### src/rtl/regbank_read_unit_if.sv
// Request/response bundle between an operand consumer and regbank_read_unit.
// The master drives requests and response acceptance; the slave returns registered operands.
interface regbank_read_unit_if #(
    parameter int unsigned DW = 32
);
    logic          req_valid;
    logic          req_ready;
    logic [3:0]    src_a;
    logic [3:0]    src_b;
    logic          rsp_valid;
    logic          rsp_ready;
    logic [DW-1:0] data_a;
    logic [DW-1:0] data_b;

    modport master (
        output req_valid, src_a, src_b, rsp_ready,
        input  req_ready, rsp_valid, data_a, data_b
    );

    modport slave (
        input  req_valid, src_a, src_b, rsp_ready,
        output req_ready, rsp_valid, data_a, data_b
    );
endinterface

### src/rtl/regbank_read_unit.sv
// Read front end of the 16 x 32 register bank: two registered operand ports with write forwarding.
// Define REGBANK_READ_R0_ZERO_EN to make R0 read as hard-wired zero (no forwarding to R0).
module regbank_read_unit #(
    parameter int unsigned NREGS = 16,
    parameter int unsigned DW    = 32,
    parameter int unsigned CNT_W = 16
) (
    input  logic                clk,
    input  logic                rst_n,
    input  logic [NREGS*DW-1:0] regs_flat,
    input  logic [NREGS-1:0]    wr_en,
    input  logic [DW-1:0]       wr_data,
    regbank_read_unit_if.slave  bus,
    output logic                wr_onehot_err,
    output logic [CNT_W-1:0]    rd_count
);

    typedef enum logic {
        EMPTY = 1'b0,
        FULL  = 1'b1
    } state_t;

    state_t        state_q;
    state_t        state_d;
    logic          accept;
    logic          take;
    logic          load;
    logic          multi_hot;
    logic [DW-1:0] op_a;
    logic [DW-1:0] op_b;

    // More than one bit set: clearing the lowest set bit leaves something behind.
    assign multi_hot = |(wr_en & (wr_en - NREGS'(1)));

    always_comb begin
        state_d       = state_q;
        load          = 1'b0;
        bus.req_ready = (state_q == EMPTY) | bus.rsp_ready;
        accept        = bus.req_valid & bus.req_ready;
        take          = (state_q == FULL) & bus.rsp_ready;
        unique case (state_q)
            EMPTY: begin
                if (accept) begin
                    state_d = FULL;
                    load    = 1'b1;
                end
            end
            FULL: begin
                if (accept) begin
                    load = 1'b1;
                end else if (take) begin
                    state_d = EMPTY;
                end
            end
            default: state_d = EMPTY;
        endcase
    end

    always_comb begin
        op_a = regs_flat[bus.src_a*DW +: DW];
        op_b = regs_flat[bus.src_b*DW +: DW];
        if (!multi_hot && wr_en[bus.src_a]) op_a = wr_data;
        if (!multi_hot && wr_en[bus.src_b]) op_b = wr_data;
`ifdef REGBANK_READ_R0_ZERO_EN
        if (bus.src_a == 4'd0) op_a = '0;
        if (bus.src_b == 4'd0) op_b = '0;
`else
`endif
    end

    always_ff @(posedge clk or negedge rst_n) begin
        if (!rst_n) begin
            state_q <= EMPTY;
        end else begin
            state_q <= state_d;
        end
    end

    always_ff @(posedge clk or negedge rst_n) begin
        if (!rst_n) begin
            bus.data_a <= '0;
            bus.data_b <= '0;
        end else if (load) begin
            bus.data_a <= op_a;
            bus.data_b <= op_b;
        end
    end

    assign bus.rsp_valid = (state_q == FULL);

    always_ff @(posedge clk or negedge rst_n) begin
        if (!rst_n) begin
            wr_onehot_err <= 1'b0;
            rd_count      <= '0;
        end else begin
            if (multi_hot) wr_onehot_err <= 1'b1;
            if (take && (rd_count != '1)) rd_count <= rd_count + CNT_W'(1);
        end
    end

endmodule

### src/flat_wrapper.sv
// flat-port wrapper written by rule: the top's interface ports become plain ports
module regbank_read_unit_flat 
#(
    parameter int unsigned NREGS = 16,
    parameter int unsigned DW    = 32,
    parameter int unsigned CNT_W = 16
)
  (clk, rst_n, regs_flat, wr_en, wr_data, wr_onehot_err, rd_count, bus_req_valid, bus_src_a, bus_src_b, bus_rsp_ready, bus_req_ready, bus_rsp_valid, bus_data_a, bus_data_b);
  regbank_read_unit_if #(.DW(DW)) bus_i ();
  input  logic clk;
  input  logic rst_n;
  input  logic [NREGS*DW-1:0] regs_flat;
  input  logic [NREGS-1:0] wr_en;
  input  logic [DW-1:0] wr_data;
  output logic wr_onehot_err;
  output logic [CNT_W-1:0] rd_count;
  input wire logic [$bits(bus_i.req_valid)-1:0] bus_req_valid;
  input wire logic [$bits(bus_i.src_a)-1:0] bus_src_a;
  input wire logic [$bits(bus_i.src_b)-1:0] bus_src_b;
  input wire logic [$bits(bus_i.rsp_ready)-1:0] bus_rsp_ready;
  output wire logic [$bits(bus_i.req_ready)-1:0] bus_req_ready;
  output wire logic [$bits(bus_i.rsp_valid)-1:0] bus_rsp_valid;
  output wire logic [$bits(bus_i.data_a)-1:0] bus_data_a;
  output wire logic [$bits(bus_i.data_b)-1:0] bus_data_b;
  assign bus_i.req_valid = bus_req_valid;
  assign bus_i.src_a = bus_src_a;
  assign bus_i.src_b = bus_src_b;
  assign bus_i.rsp_ready = bus_rsp_ready;
  assign bus_req_ready = bus_i.req_ready;
  assign bus_rsp_valid = bus_i.rsp_valid;
  assign bus_data_a = bus_i.data_a;
  assign bus_data_b = bus_i.data_b;
  regbank_read_unit #(.NREGS(NREGS), .DW(DW), .CNT_W(CNT_W)) u_core (.clk(clk), .rst_n(rst_n), .regs_flat(regs_flat), .wr_en(wr_en), .wr_data(wr_data), .bus(bus_i), .wr_onehot_err(wr_onehot_err), .rd_count(rd_count));
endmodule
### config.mk
export PLATFORM = sky130hd
export DESIGN_NAME = regbank_read_unit_flat
export DESIGN_NICKNAME = d
export VERILOG_FILES = /design/src/rtl/regbank_read_unit_if.sv /design/src/rtl/regbank_read_unit.sv /design/src/flat_wrapper.sv
export SDC_FILE = /design/constraint.sdc
export NUM_CORES = 1
export LEC_CHECK = 0
export CORE_AREA = 3 3 254 256
export CTS_CLUSTER_SIZE = 20
export DETAILED_ROUTE_END_ITERATION = 8
export DIE_AREA = 0 0 257 259
export GPL_ROUTABILITY_DRIVEN = 0
export MAX_ROUTING_LAYER = met4
export SYNTH_ARGS = -nofsm -noshare
export SYNTH_HDL_FRONTEND = slang
export SYNTH_SLANG_ARGS = --single-unit
### constraint.sdc
create_clock -name clk -period 2.2 [get_ports clk]
set_input_delay 0.22 -clock clk [delete_from_list [all_inputs] [get_ports clk]]
set_output_delay 0.22 -clock clk [all_outputs]
set_load 0.005 [all_outputs]
---- Word level (Yosys, flattened, before mapping) ----
Index checks and enable logic that the tools add are counted.
word-level totals
  output and inout port bits .............. 83
  input bits .............................. 572
  register bits after elaboration ......... 82
  logic and storage cells ................. 32
operators by class
  shifts and indexed selects .............. 2
  bitwise operators ....................... 5
  add/sub/neg operators ................... 2
  order comparisons ....................... 2
  equal/unequal tests ..................... 1
  mux-type cells .......................... 10
  reductions and logical operators ........ 5
operators with widths
  kind                   count
  $shiftx 512x10->32     2
  $mux 32                2
  $add 16x1->16 const B  1
  $and 16x16->16         1
  $ne 16x16->1 const B   1
  $reduce_or 16->1       1
  $sub 16x1->16 const B  1
  $lt 4x5->1 const B     2
  $bmux 1 s4             2
  $mux 1                 5
  $logic_and 1x1->1      3
  $and 1x1->1            2
  $pmux 1 s2             1
  $logic_not 1->1        1
  $not 1->1              1
  $or 1x1->1             1

---- Logic depth before layout (Yosys ltp) ----
  depth in word-level cells ............... 6
  gate-level depth with buffers ........... 9
  depth with buffers taken out ............ 7

---- Least setup slack after synthesis ----
Ideal clock, no wire load.
  kind .................................... in2reg
  from .................................... input bus_src_a[0]
  to ...................................... register u_core.bus.data_a[10]
  stages .................................. 7
  slack ................................... -54 ps
  required time ........................... 2064 ps
  data arrival time ....................... 2119 ps
  cell sequence ........................... clkbuf_1 > buf_2 > buf_2 > buf_2 > mux4_2 > a221oi_1 > o221ai_2
on the way
  longest elaborated chain between the ends .. 4
  elaborated cells on any way between the ends .. 5
  classes of those cells .................. 1 x shift; 3 x mux; 1 x reduce/logical
RTL lines
  item                                                                        line                        RTL
  from (decl)                                                                 flat_wrapper.sv:18          input wire logic [$bits(bus_i.src_a)-1:0] bus_src_a;
  parallel branches: the longest is 3 deep, another holds $shiftx 512x10->32  -
  $mux 32 (*)                                                                 regbank_read_unit.sv:62     if (!multi_hot && wr_en[bus.src_a]) op_a = wr_data;
  to (signal assigned)                                                        regbank_read_unit.sv:84     bus.data_a <= op_a;
  to (decl)                                                                   regbank_read_unit_if.sv:22  output req_ready, rsp_valid, data_a, data_b
Mark *: on every way between the ends. The select of a mux whose other input is x is not followed.
A chain may end at the register's enable or synchronous reset.

---- Worst setup path in the final report ----
  from .................................... input bus_src_a[3]
  to ...................................... register u_core.bus.data_a[24]
Same word-level chain as after synthesis.

==> metrics <==
# fillers=6,213; area of the multi-input gates=0.00906 sq mm; Final nets=roughly 2.1k; Synth Area per Inst=between 10 and 15 sq um; Final HPWL DP=slightly below 60,000 um; WP data arrival=2.41 ns; distinct cell type count of the synthesized netlist=48; slew margin rel.=48.7%; CP max FO=23; DR WL met2=32,400 um; via/cell ratio=around 5.3; root buf cell=clkbuf_16; vias in the first global route=13.6k; Post-synth EDFFs=0; Sequential Area=~0.0021 sq mm; Starting Density=about 18%; met3 WL=between 6000 and 7000 um; RR Endpoint=u_core.rd_count[1]; Startpoint Class=input port; Mapped Cells=852; CTS H-Tree Depth=3; Min Clock Period, post-route=2.15 ns; post-route ant nets=0; Finished Core Util=33.0%; CTS tree=built; largest area contributor in the netlist=mux4_2; status=finished, final reports clean; post-synthesis register bit count=82; Final period util=97.9%; Mapped Area=0.0115 sq mm; All-Layer GR Usage=between 20 and 25%; CP peak stage delay=around 0.67 ns; core box area=around 0.063 sq mm; layout cell share with drive strength beyond 1=between 30% and 40%; worst r2r src=u_core.rd_count[7]; cell breakdown of the critical path=clkdlybuf4s50_1 -> nor2b_4 -> a22o_1 -> a221oi_1 -> buf_4 -> o221ai_1; leading cell type by number of instances after synthesis=mux4_2; FFs w/ async S/R, synth=100%; clock sinks=82; clk slew on worst S/H paths=around 0.06 ns; Worst-Margin Slew=0.768 ns; Synth area leaders=mux4_2, dfrtp_1, a221oi_1, a22o_1, o221ai_2; R2R setup slack=about 0.24 ns; slowest CP cell=nor2b_4; final worst slack=0.0460 ns; Iteration-0 DRC Markers=~1.2k; critical path required time=2.46 ns; hold crit path type=in -> async; Final Hold Fails=0; initial antenna violation count=9; final wirelength=around 70,000 um; die outline area=0.0666 sq mm; DR pass1 iterations=5; dpl ws=-0.655 ns; top sig layer=met4; largest net degree at the start of global routing=54; share of the synthesized area in the top cell type=51.7%; CP Capture Type=flop; Peak VDD IR=0.000322 V; CTS Buf Count=9; leakage=7.34 nW; ys flop type=dfrtp_1; first-pass GRT wire length=about 97,000 um; row cnt=92; WL per Instance=~29 um; GRT overflow=0; die width=roughly 260 um; final setup fails=0; post-synth net total=around 1.4k; M1 wire length=29,700 um; PwrDens=398 mW/mm^2; synth cell count leaders=mux4_2, nand2_1, dfrtp_1; Setup CP Type=in -> reg; num ports=~660; worst reg-to-reg path cell count=5; Final Max Tran Viols=0; Max clock buf depth=2; Max Cap Violations=0; Worst Skew=between 0.006 and 0.007 ns; register area share after synthesis=between 15 and 20%; max frequency=between 400 and 500 MHz; residual DRC count=0; Synth Warn #=0; Power Total=about 8.2 mW; die height=between 200 and 300 um; Area Growth Syn to Fin=80.1%; clk_lat worst skew=between 0.3 and 0.4 ns; vias post-DR=12.8k; Port Buffers=654
routing by layer:
layer  vias to the layer above  global-route usage [%]
met5                         -                       -
met4                         0                    5.46
met3                       106                    5.24
met2                       804                    31.2
met1                      6616                    27.4
li1                       5294                       -
worst max-delay path by stage:
stage,end,startpoint,slack [ns]
final,u_core.bus.data_a[24],bus_src_a[3],0.05
after global routing,u_core.bus.data_a[20],wr_en[0],-0.03
after CTS,u_core.bus.data_b[24],bus_src_b[2],0.003
after detailed placement,u_core.bus.data_a[5],wr_en[1],-0.66
after global placement,u_core.bus.data_a[5],wr_en[1],-0.54
after floorplan,u_core.bus.data_b[13],bus_src_b[0],0.02
metrics by stage:
step                hold slack [ns]  cell area [sq um]  std cells  TNS (ns)
floorplan                   -0.0756              11500        852         0
detailed placement            0.247              20100       2385    -39.37
finish                        0.445              20700       2422         0
CTS                           0.450              20600       2413         0
global placement              0.241              20100       2385    -31.69
global route                  0.472              20700       2422    -0.139
registers in the layout, indices dropped and copies added (netlist names):
signal,flops
u_core.bus.rsp_valid,1
u_core.wr_onehot_err,1
u_core.rd_count,16
u_core.bus.data_a,32
u_core.bus.data_b,32
report_power, final:
group,total (mW),switching (mW),internal [mW]
Combinational,4.75,1.90,2.85
Sequential,1.98,0.212,1.77
Clock,1.51,0.630,0.876
area by class of cell:
type / count / area share (%)
Tap cell: 846 / 5.11
Clock buffer: 11 / 1.12
Clock inverter: 4 / 0.260
Inverter: 1 / 0.0181
Timing Repair Buffer: 817 / 39.8
Antenna cell: 6 / 0.0724
Multi-Input combinational cell: 655 / 43.7
Sequential cell: 82 / 9.90
layout by cell type (no fill, tap or decap), types with 3 or more instances in the layout:
cell type        count
a22o_1              64
dlygate4sd2_1        8
buf_6                7
buf_12              33
nand3_1              3
dlymetal6s2s_1       4
buf_8                4
and2_2               3
mux4_2             264
xnor2_1              9
diode_2              6
clkbuf_2             3
o31a_1               3
clkdlybuf4s50_1    632
nand4_1              4
a21oi_1              3
mux2_2               3
o21ai_0              3
buf_4              121
dfrtp_1             82
clkbuf_16            9
o221ai_2            38
xor2_1               3
nor2_4               3
nor2_1              10
o221ai_1            24
or2_2                3
nor2b_4              5
nand2_1            110
a221oi_1            63
worst max-delay path, delay by kind of cell:
family,cells,cell delay (ns)
AOI/OAI and AO/OA,3,0.81
buffers and inverters,2,0.69
and+or+nand+nor,1,0.67
logic make-up after synthesis:
kind of cell / count (synthesis) / share of synthesized area, %
simple gates: 155 / 6.00
fa+ha+maj: 1 / 0.109
buf+inv: 117 / 4.90
compound gates: 216 / 18.1
mux: 269 / 52.1
xor+xnor: 12 / 0.913
flops: 82 / 17.8
timing repair:
item / 4_1_cts / 5_1_grt
hold buffers: 1 / 0
endpoints found under the hold margin: 37 / 0
setup buffers: 10 / 1
cloned: 2 / 2
pin swaps: 8 / 8
resized for setup: 28 / 22
endpoints found under the setup margin: 64 / 43
Note: power is estimated with default switching activity, not from simulation.
